### src/rtl/change_dispenser.sv
// Turns change amounts into single-coin eject requests for one hopper, tracks inventory, latches ack-timeout faults.
// Latency: eject_req rises 2 cycles after a new change event (capture, then IDLE decision); 1 coin per 1+wait+GAP_LEN+1 cycles.
// Backpressure: eject_req is held until eject_ack or ACK_TIMEOUT; owed coins wait in IDLE while the hopper is empty.
module change_dispenser #(
    parameter int unsigned COIN_VALUE  = 10,
    parameter int unsigned MAX_COINS   = 63,
    parameter int unsigned GAP_LEN     = 2,
    parameter int unsigned ACK_TIMEOUT = 15
) (
    input  logic       clk,
    input  logic       rst,
    input  logic [4:0] change_in,
    input  logic       refill_valid,
    input  logic [5:0] refill_count,
    input  logic       eject_ack,
    output logic       eject_req,
    output logic       busy,
    output logic       empty,
    output logic       fault,
    output logic [5:0] coin_count,
    output logic [4:0] owed
);

    localparam logic [1:0] S_IDLE  = 2'd0;
    localparam logic [1:0] S_REQ   = 2'd1;
    localparam logic [1:0] S_GAP   = 2'd2;
    localparam logic [1:0] S_FAULT = 2'd3;

    localparam int unsigned TW = (ACK_TIMEOUT > 1) ? $clog2(ACK_TIMEOUT) : 1;
    localparam int unsigned GW = (GAP_LEN > 1) ? $clog2(GAP_LEN) : 1;

    logic [1:0]    state_q, state_d;
    logic          eject_req_q, eject_req_d;
    logic          fault_q, fault_d;
    logic          busy_q, busy_d;
    logic          arm_q, arm_d;
    logic [5:0]    coin_q, coin_d;
    logic [4:0]    owed_q, owed_d;
    logic [4:0]    change_q, change_d;
    logic [TW-1:0] tcnt_q, tcnt_d;
    logic [GW-1:0] gcnt_q, gcnt_d;

    logic          new_req;
    logic          ack_take;
    logic          refill_take;
    logic [4:0]    add_coins;
    logic [6:0]    owed_sum;
    logic [6:0]    coin_sum;

    always_comb begin
        change_d = change_in;
        // A change level already present when reset releases must fall to zero before it counts as an event.
        arm_d    = arm_q | (change_in == 5'd0);

        new_req     = (change_in != 5'd0) && (change_q == 5'd0) && arm_q && (state_q != S_FAULT);
        ack_take    = (state_q == S_REQ) && eject_ack;
        refill_take = refill_valid && (state_q != S_FAULT);
        add_coins   = 5'(32'(change_in) / COIN_VALUE);

        owed_sum = {2'b00, owed_q}
                 + (new_req  ? {2'b00, add_coins} : 7'd0)
                 - (ack_take ? 7'd1 : 7'd0);
        owed_d   = (owed_sum > 7'd31) ? 5'd31 : owed_sum[4:0];

        coin_sum = {1'b0, coin_q}
                 + (refill_take ? {1'b0, refill_count} : 7'd0)
                 - (ack_take ? 7'd1 : 7'd0);
        coin_d   = (coin_sum > 7'(MAX_COINS)) ? 6'(MAX_COINS) : coin_sum[5:0];

        state_d     = state_q;
        eject_req_d = eject_req_q;
        fault_d     = fault_q;
        tcnt_d      = tcnt_q;
        gcnt_d      = gcnt_q;

        case (state_q)
            S_IDLE: begin
                if ((owed_q != 5'd0) && (coin_q != 6'd0)) begin
                    state_d     = S_REQ;
                    eject_req_d = 1'b1;
                    tcnt_d      = '0;
                end
            end
            S_REQ: begin
                if (ack_take) begin
                    eject_req_d = 1'b0;
                    gcnt_d      = '0;
                    state_d     = (GAP_LEN == 0) ? S_IDLE : S_GAP;
                end else if ((32'(tcnt_q) + 32'd1) >= ACK_TIMEOUT) begin
                    eject_req_d = 1'b0;
                    fault_d     = 1'b1;
                    state_d     = S_FAULT;
                end else begin
                    tcnt_d = tcnt_q + TW'(1);
                end
            end
            S_GAP: begin
                if ((32'(gcnt_q) + 32'd1) >= GAP_LEN) begin
                    state_d = S_IDLE;
                end else begin
                    gcnt_d = gcnt_q + GW'(1);
                end
            end
            default: begin
                eject_req_d = 1'b0;
            end
        endcase

        busy_d = (state_d != S_IDLE) || (owed_d != 5'd0);
    end

    always_ff @(posedge clk or negedge rst) begin
        if (!rst) begin
            state_q     <= S_IDLE;
            eject_req_q <= 1'b0;
            fault_q     <= 1'b0;
            busy_q      <= 1'b0;
            arm_q       <= 1'b0;
            coin_q      <= '0;
            owed_q      <= '0;
            change_q    <= '0;
            tcnt_q      <= '0;
            gcnt_q      <= '0;
        end else begin
            state_q     <= state_d;
            eject_req_q <= eject_req_d;
            fault_q     <= fault_d;
            busy_q      <= busy_d;
            arm_q       <= arm_d;
            coin_q      <= coin_d;
            owed_q      <= owed_d;
            change_q    <= change_d;
            tcnt_q      <= tcnt_d;
            gcnt_q      <= gcnt_d;
        end
    end

    assign eject_req  = eject_req_q;
    assign busy       = busy_q;
    assign fault      = fault_q;
    assign coin_count = coin_q;
    assign owed       = owed_q;
    assign empty      = (coin_q == 6'd0);

endmodule

### config.mk
export PLATFORM = sky130hd
export DESIGN_NAME = change_dispenser
export DESIGN_NICKNAME = d
export VERILOG_FILES = /design/src/rtl/change_dispenser.sv
export SDC_FILE = /design/constraint.sdc
export NUM_CORES = 1
export LEC_CHECK = 0
export ABC_CLOCK_PERIOD_IN_PS = 3810
export CAP_MARGIN = 20
export CORE_ASPECT_RATIO = 0.6
export CORE_UTILIZATION = 56
export CTS_BUF_LIST = sky130_fd_sc_hd__clkbuf_2 sky130_fd_sc_hd__clkbuf_4 sky130_fd_sc_hd__clkbuf_8
export DETAILED_ROUTE_END_ITERATION = 8
export GPL_TIMING_DRIVEN = 1
export PLACE_DENSITY = 0.9
export SLEW_MARGIN = 20
export SYNTH_ARGS = -nofsm -noshare
export SYNTH_HDL_FRONTEND = slang
export SYNTH_SLANG_ARGS = --single-unit
### constraint.sdc
create_clock -name clk -period 3.81 [get_ports clk]
set_input_delay 0.762 -clock clk [delete_from_list [all_inputs] [get_ports clk]]
set_output_delay 0.762 -clock clk [all_outputs]
set_load 0.01 [all_outputs]
==> summary.txt, run 1 <==
Outcome
  • Outcome: finished clean

Setup path
  • Worst reg-to-reg setup slack: around 0.67 ns
  • CP arrival: ~3.8 ns
  • CP max stage delay: just over 0.4 ns
  • Crit-path max FO: 2
  • Worst setup EP type: flip-flop
  • Crit path required time: approximately 4.0 ns
  • RR Startpoint: state_q[0]$_DFF_PN0_
  • CP max-delay cell: clkdlybuf4s50_1
  • Reg2Reg Depth: 12
  • CP Cell Sequence: clkdlybuf4s50_1 -> or2_2 -> ha_1 -> nand3b_1 -> a22o_1 -> nand2_1 -> ha_1 -> inv_1 -> ha_1 -> inv_1 -> fa_2 -> nand2b_1 -> a21oi_2 -> nor3b_1 -> nor4_2 -> o2111ai_1
  • CP Launch Type: input pin
  • Critical Path Most Common Cell: ha_1
  • Critical setup path kind: in2reg
  • R2r endpoint: busy$_DFF_PN0_

Power and ir drop
  • VDD IR max: ~240 µV
  • Switching share of total power: about 31%
  • Switching pwr: slightly below 0.2 mW
  • Pwr dens: around 270 mW/mm²
  • Clock share of power: 26.0%
  • Leakage: 1.13 nW
  • Sequential share of power: between 40% and 50%
  • Internal: roughly 0.45 mW
  • Comb power frac: a little over a quarter
  • Total power: 0.649 mW

Hold path
  • Hold path startpoint: fault$_DFFE_PN0P_
  • Hold Crit Endpoint: fault$_DFFE_PN0P_
  • WHS Path Cells: 1
  • Hold WC Path Type: reg2reg

Floorplan
  • Die width: between 70 and 80 µm
  • Die Y: around 47 µm
  • Rows: 16
  • Die area: between 0.003 and 0.004 mm²
  • Starting Density: around three fifths
  • # IOs: 30
  • Core area: 0.00326 mm²

Drt
  • Routed wire length: around 4200 µm
  • Initial DRC Count: about 140
  • Routed via count: about 1600
  • DR vias/cell: between 5 and 6
  • Final routed DRC violation total: 0
  • Wire length per cell: 14.0 µm
  • ANT nets after route: 0
  • DRT Pass-1 Iters: 4

Flow run
  • Max-Cap Viols: 0

Synthesis
  • Area share of the largest cell type after synthesis: between 30% and 40%
  • Syn Nets: 257
  • Post-synth ARST share: 100%
  • Commonest cells in the netlist: inv_1 (38), dfrtp_1 (27), ha_1 (24), nand2_1 (20), nor2_1 (15)
  • Avg Inst Size Synth: just under 9 µm²
  • Distinct cells, synth: 46
  • FF+latch count, synth: 27
  • Post-synth EDFFs: 0
  • Post-synth top area cell: dfrtp_1
  • Register area share after synthesis: between 30% and 40%
  • Largest cells by area after synthesis: dfrtp_1 (35%), ha_1 (16%), inv_1 (7.4%)
  • Synthesized cell area: between 0.0015 and 0.002 mm²
  • Top_reg_cell synth: dfrtp_1
  • YS warnings: 0
  • Cells after Synth: around 220
  • Most frequent cell after synthesis: inv_1

Clock network
  • Hold-fix buffer count after cts: 0
  • Max Buffers Root-to-Sink: 2
  • Clk pin slew, worst setup/hold paths: approximately 0.10 ns
  • CTS Root Cell: clkbuf_8
  • Cts bufs inserted: 3
  • CTS tree: yes
  • Clock insertion delay at the later pin of the skew report: about 0.28 ns
  • H-tree levels: 1
  • Buffer count from post-CTS setup fixing: 0
  • Number of clock sinks: 27

GRT
  • GR Overflow Total: 0
  • Initial antenna violation count: 0
  • Vias in the first global route: ~1500
  • GRT Overall Usage: approximately a quarter
  • Largest net degree at the start of global routing: 28
  • First-pass GRT wire length: roughly 7000 µm

Final layout
  • Antenna Cells: 0
  • Layout cell share with drive strength beyond 1: ~8.6%
  • Final Cell Area: around 0.0024 mm²
  • Final-stage net count: around 300
  • Area grow syn2layout: 24.4%

Place
  • Port bufs: 29
  • Setup slack after placement: -0.413 ns
  • HPWL after DPL: 3310 µm
  • DP Area: 0.00232 mm²
  • GPL Wtd Cong: about 0.85

STA
  • Max Freq: 0.276 GHz
  • Crit share post-route: between 90% and 100%
  • Fin crit period: ~3.6 ns
  • Final setup fails: 0
  • Final setup margin: around 0.19 ns
  • Unrepaired setup endpoints after global routing: no
  • Worst-margin pin slew: about 0.35 ns
  • Max-slew headroom: about three quarters
  • Slew Viols, Final: 0
  • Clock Skew: roughly 0.0084 ns
  • Fin. Hold Viols: 0
  • Setup TNS: 0 ns
==> flip-flops by register name (all words and copies together), names as in the netlist <==
name        flops
coin_count      6
arm_q           1
gcnt_q          1
eject_req       1
change_q        5
owed            5
busy            1
state_q         2
fault           1
tcnt_q          4
==> cells in the final DEF (no fill, tap or decap), drive strengths merged, types with 3 or more instances in the layout <==
cell type      netlist  final
inv                 38     38
clkdlybuf4s50        0     29
dfrtp               27     27
ha                  24     24
nand2               20     20
nor2                15     15
a21oi               11     11
buf                  0      9
o21ai                7      7
nand3b               6      6
nand2b               6      6
nand3                5      5
o21a                 5      5
nor3b                3      3
nor2b                3      3
clkbuf               3      3
nor3                 3      3
==> cell type report <==
type | count | area, µm²
Clock buffer | 3 | 41.3
Fill cell | 238 | 875
Timing Repair Buffer | 38 | 358
Clock inverter | 1 | 5.00
Sequential cell | 27 | 676
Inverter | 38 | 143
Multi-Input combinational cell | 148 | 1110
Tap cell | 45 | 56.3
==> cells by family (layout without fill, tap and decap cells) <==
family,count (synthesis),count (layout),share of synthesized area (%)
mux,2,2,1.04
flops,27,27,35.2
buf+inv,41,80,8.01
compound gates,45,45,16.3
fa+ha+maj,26,26,17.7
xor+xnor,4,4,1.82
simple gates,71,71,19.9
==> per-layer routing <==
layer	global-route usage (%)	routed length, µm	up-vias
met4	6.04	28	0
met5	0	0	-
li1	-	-	825
met3	4.85	208	5
met2	41.1	1870	35
met1	36.8	2090	756
==> worst max-delay path by stage <==
stage / startpoint / to / slack (ns) / depth (start not counted)
after global routing: change_in[3] / busy$_DFF_PN0_ / 0.01 / 16
after CTS: change_in[3] / busy$_DFF_PN0_ / 0.002 / 16
after global placement: change_in[3] / busy$_DFF_PN0_ / -0.26 / 16
after floorplan: change_in[3] / busy$_DFF_PN0_ / 0.25 / 15
after detailed placement: change_in[3] / busy$_DFF_PN0_ / -0.41 / 16
final: change_in[3] / busy$_DFF_PN0_ / 0.19 / 16
==> power by group through the flow <==
stage          clock network, mW  registers [mW]  logic, mW
3_3_place_gp                   0           0.312      0.163
4_1_cts                    0.172           0.307      0.172
6_report                   0.169           0.307      0.174
3_5_place_dp                   0           0.312      0.172
2_1_floorplan                  0           0.312      0.103
5_1_grt                    0.182           0.308      0.197
==> repair_timing <==
item                                   4_1_cts  5_1_grt
endpoints found under the hold margin        0        0
pin swaps                                    1        3
resized for setup                            2        2
setup endpoints to repair                    2        2
==> worst max-delay path, delay by kind of cell <==
| kind | cells | cell delay, ns |
|---|---|---|
| AO/OA/AOI/OAI | 3 | 0.48 |
| adder cells (fa/ha/maj) | 4 | 1.00 |
| AND/OR/NAND/NOR | 6 | 0.98 |
| buffers and inverters | 3 | 0.54 |
==> per-stage QoR <==
stage / cells / hold slack (ns) / utilization (%)
3_3_place_gp: 296 / 0.453 / 71.2
5_1_grt: 300 / 0.505 / 73.2
4_1_cts: 300 / 0.493 / 72.8
6_report: 300 / 0.490 / 73.2
2_1_floorplan: 216 / 0.430 / -
3_5_place_dp: 296 / 0.466 / 71.2
Note: power is estimated with default switching activity, not from simulation.
==> run 2: changes to the inputs <==
Settings changed: ABC_CLOCK_PERIOD_IN_PS 3810 to 4300, CORE_UTILIZATION 56 to 60, PLACE_DENSITY 0.9 to 0.95.
Clock period 3.81 ns to 4.3 ns, I/O delays scaled along.
==> summary.txt, run 2 (synthesis gave the netlist of run 1 again) <==
Place
  • Port bufs: 29
  • DP Area: between 0.002 and 0.0025 mm²
  • Setup slack after placement: -0.0536 ns
  • HPWL after DPL: about 3500 µm
  • GPL Wtd Cong: 0.808

Final layout
  • Most frequent cells in the layout: inv_1 (38), clkdlybuf4s50_1 (29), dfrtp_1 (27)
  • Final core occ: between 70% and 80%
  • Max reg flops: 6
  • Final-stage net count: about 290
  • Layout cell share with drive strength beyond 1: about 5.6%
  • Antenna Cells: 0
  • Area grow syn2layout: 21.8%
  • Final Cell Area: 0.00234 mm²
  • Commonest non-fill, non-tap cell in the layout: inv_1

Floorplan
  • Die Y: 45.8 µm
  • Core area: 0.00295 mm²
  • Rows: 15
  • Die width: around 75 µm
  • # IOs: 30
  • Starting Density: about 65%
  • Die area: 0.00344 mm²

Clock network
  • Max Buffers Root-to-Sink: 2
  • Clk pin slew, worst setup/hold paths: approximately 0.09 ns
  • Cts bufs inserted: 3
  • Clock insertion delay at the later pin of the skew report: between 0.2 and 0.3 ns
  • Hold-fix buffer count after cts: 0
  • H-tree levels: 1
  • CTS tree: yes
  • Buffer count from post-CTS setup fixing: 0
  • CTS Root Cell: clkbuf_8
  • Number of clock sinks: 27

Power and ir drop
  • Sequential share of power: a little under half
  • Switching share of total power: 31.4%
  • VDD IR max: ~200 µV
  • Internal: between 0.4 and 0.5 mW
  • Clock share of power: a little over a quarter
  • Total power: 0.584 mW
  • Switching pwr: approximately 0.18 mW
  • Leakage: ~1.1 nW
  • Pwr dens: about 250 mW/mm²
  • Comb power frac: 27.0%

STA
  • Fin crit period: about 4 ns
  • Max-slew headroom: about 67%
  • Final setup margin: between 0.2 and 0.25 ns
  • Hold Slack: 0.506 ns
  • Max Freq: 0.246 GHz
  • Final setup fails: 0
  • Clock Skew: 0.0126 ns
  • Unrepaired setup endpoints after global routing: no
  • Crit share post-route: ~94%
  • Slew Viols, Final: 0
  • Fin. Hold Viols: 0
  • Worst-margin pin slew: 0.494 ns

GRT
  • First-pass GRT wire length: around 8200 µm
  • Initial antenna violation count: 0
  • GR Overflow Total: 0
  • Largest net degree at the start of global routing: 28
  • GRT Overall Usage: about a third
  • Vias in the first global route: between 1500 and 2000

Drt
  • Wire length per cell: 17.5 µm
  • Routed wire length: 5100 µm
  • Final routed DRC violation total: 0
  • DRT Pass-1 Iters: 7
  • Initial DRC Count: 172
  • ANT nets after route: 0
  • Routed via count: between 1500 and 2000
  • DR vias/cell: about 6.0

Setup path
  • Worst setup EP type: flip-flop
  • CP max-delay cell: fa_1
  • Crit-path max FO: 4
  • Critical setup path kind: in2reg
  • Critical Path Most Common Cell: ha_1
  • CP Cell Sequence: clkdlybuf4s50_1 -> or2_2 -> ha_1 -> nand3b_1 -> a22o_1 -> nand2_1 -> ha_1 -> inv_1 -> ha_1 -> inv_1 -> fa_1 -> nand2b_1 -> a21oi_1 -> nor3b_1 -> nor4_2 -> o2111ai_1
  • Crit path required time: 4.44 ns
  • CP Launch Type: input pin
  • CP top delay family: adder cells
  • Buf/Inv on CP: 3
  • CP max stage delay: 0.45 ns
  • CP arrival: about 4.2 ns

Flow run
  • Max-Cap Viols: 0

Hold path
  • Hold WC Path Type: reg2reg

Outcome
  • Outcome: finished clean
[run 2: changes by cell type in the layout (fill, tap and decap cells not counted), sizes merged]
cell	before	now
inv	38	39
clkinv	1	0
buf	9	4
[run 2: through the flow]
stage	std cells	setup TNS [ns]
finish	292	0
global route	292	0
CTS	292	0
detailed placement	288	-0.0536
global placement	288	0
floorplan	216	0
[run 2: cell type report]
| cell class | instances | area [µm²] |
|---|---|---|
| inverters | 38 | 143 |
| clock buffers | 3 | 41.3 |
| flip-flops and latches | 27 | 676 |
| clock inverters | 1 | 8.76 |
| well taps | 42 | 52.6 |
| repair buffers | 33 | 320 |
| fillers | 182 | 608 |
| multi-input cells | 148 | 1100 |
[run 2: power groups by stage]
stage | registers [mW] | logic, mW | clock network (mW)
final | 0.273 | 0.158 | 0.153
after global routing | 0.273 | 0.172 | 0.165
after CTS | 0.272 | 0.154 | 0.155
after detailed placement | 0.277 | 0.152 | 0
after global placement | 0.277 | 0.142 | 0
after floorplan | 0.277 | 0.0908 | 0
[run 2: path summary, 6_finish.rpt]
path,startpoint,to,slack [ns],cells past startpoint
worst max-delay path,change_in[3],busy$_DFF_PN0_,0.24,16
worst min-delay path,fault$_DFFE_PN0P_,fault$_DFFE_PN0P_,0.51,1
worst max register to register,state_q[1]$_DFF_PN0_,owed[1]$_DFF_PN0_,1.04,12
worst min register to register,fault$_DFFE_PN0P_,fault$_DFFE_PN0P_,0.51,1
max in group asynchronous,rst,fault$_DFFE_PN0P_,3.09,2
min in group asynchronous,rst,tcnt_q[1]$_DFFE_PN0P_,0.95,2
[run 2: what timing repair did]
item | in CTS | in global routing
setup endpoints to repair | 0 | 2
resized for setup | 0 | 1
hold endpoints to repair | 0 | 0
[run 2: layer usage]
layer	routed length [µm]	vias to the layer above	global-route usage [%]	part of all wire, %
li1	-	807	-	-
met1	2270	848	46.2	44
met2	2450	82	55.3	48
met3	320	8	5.97	6.3
met4	64	0	7.55	1.3
met5	0	-	0	0
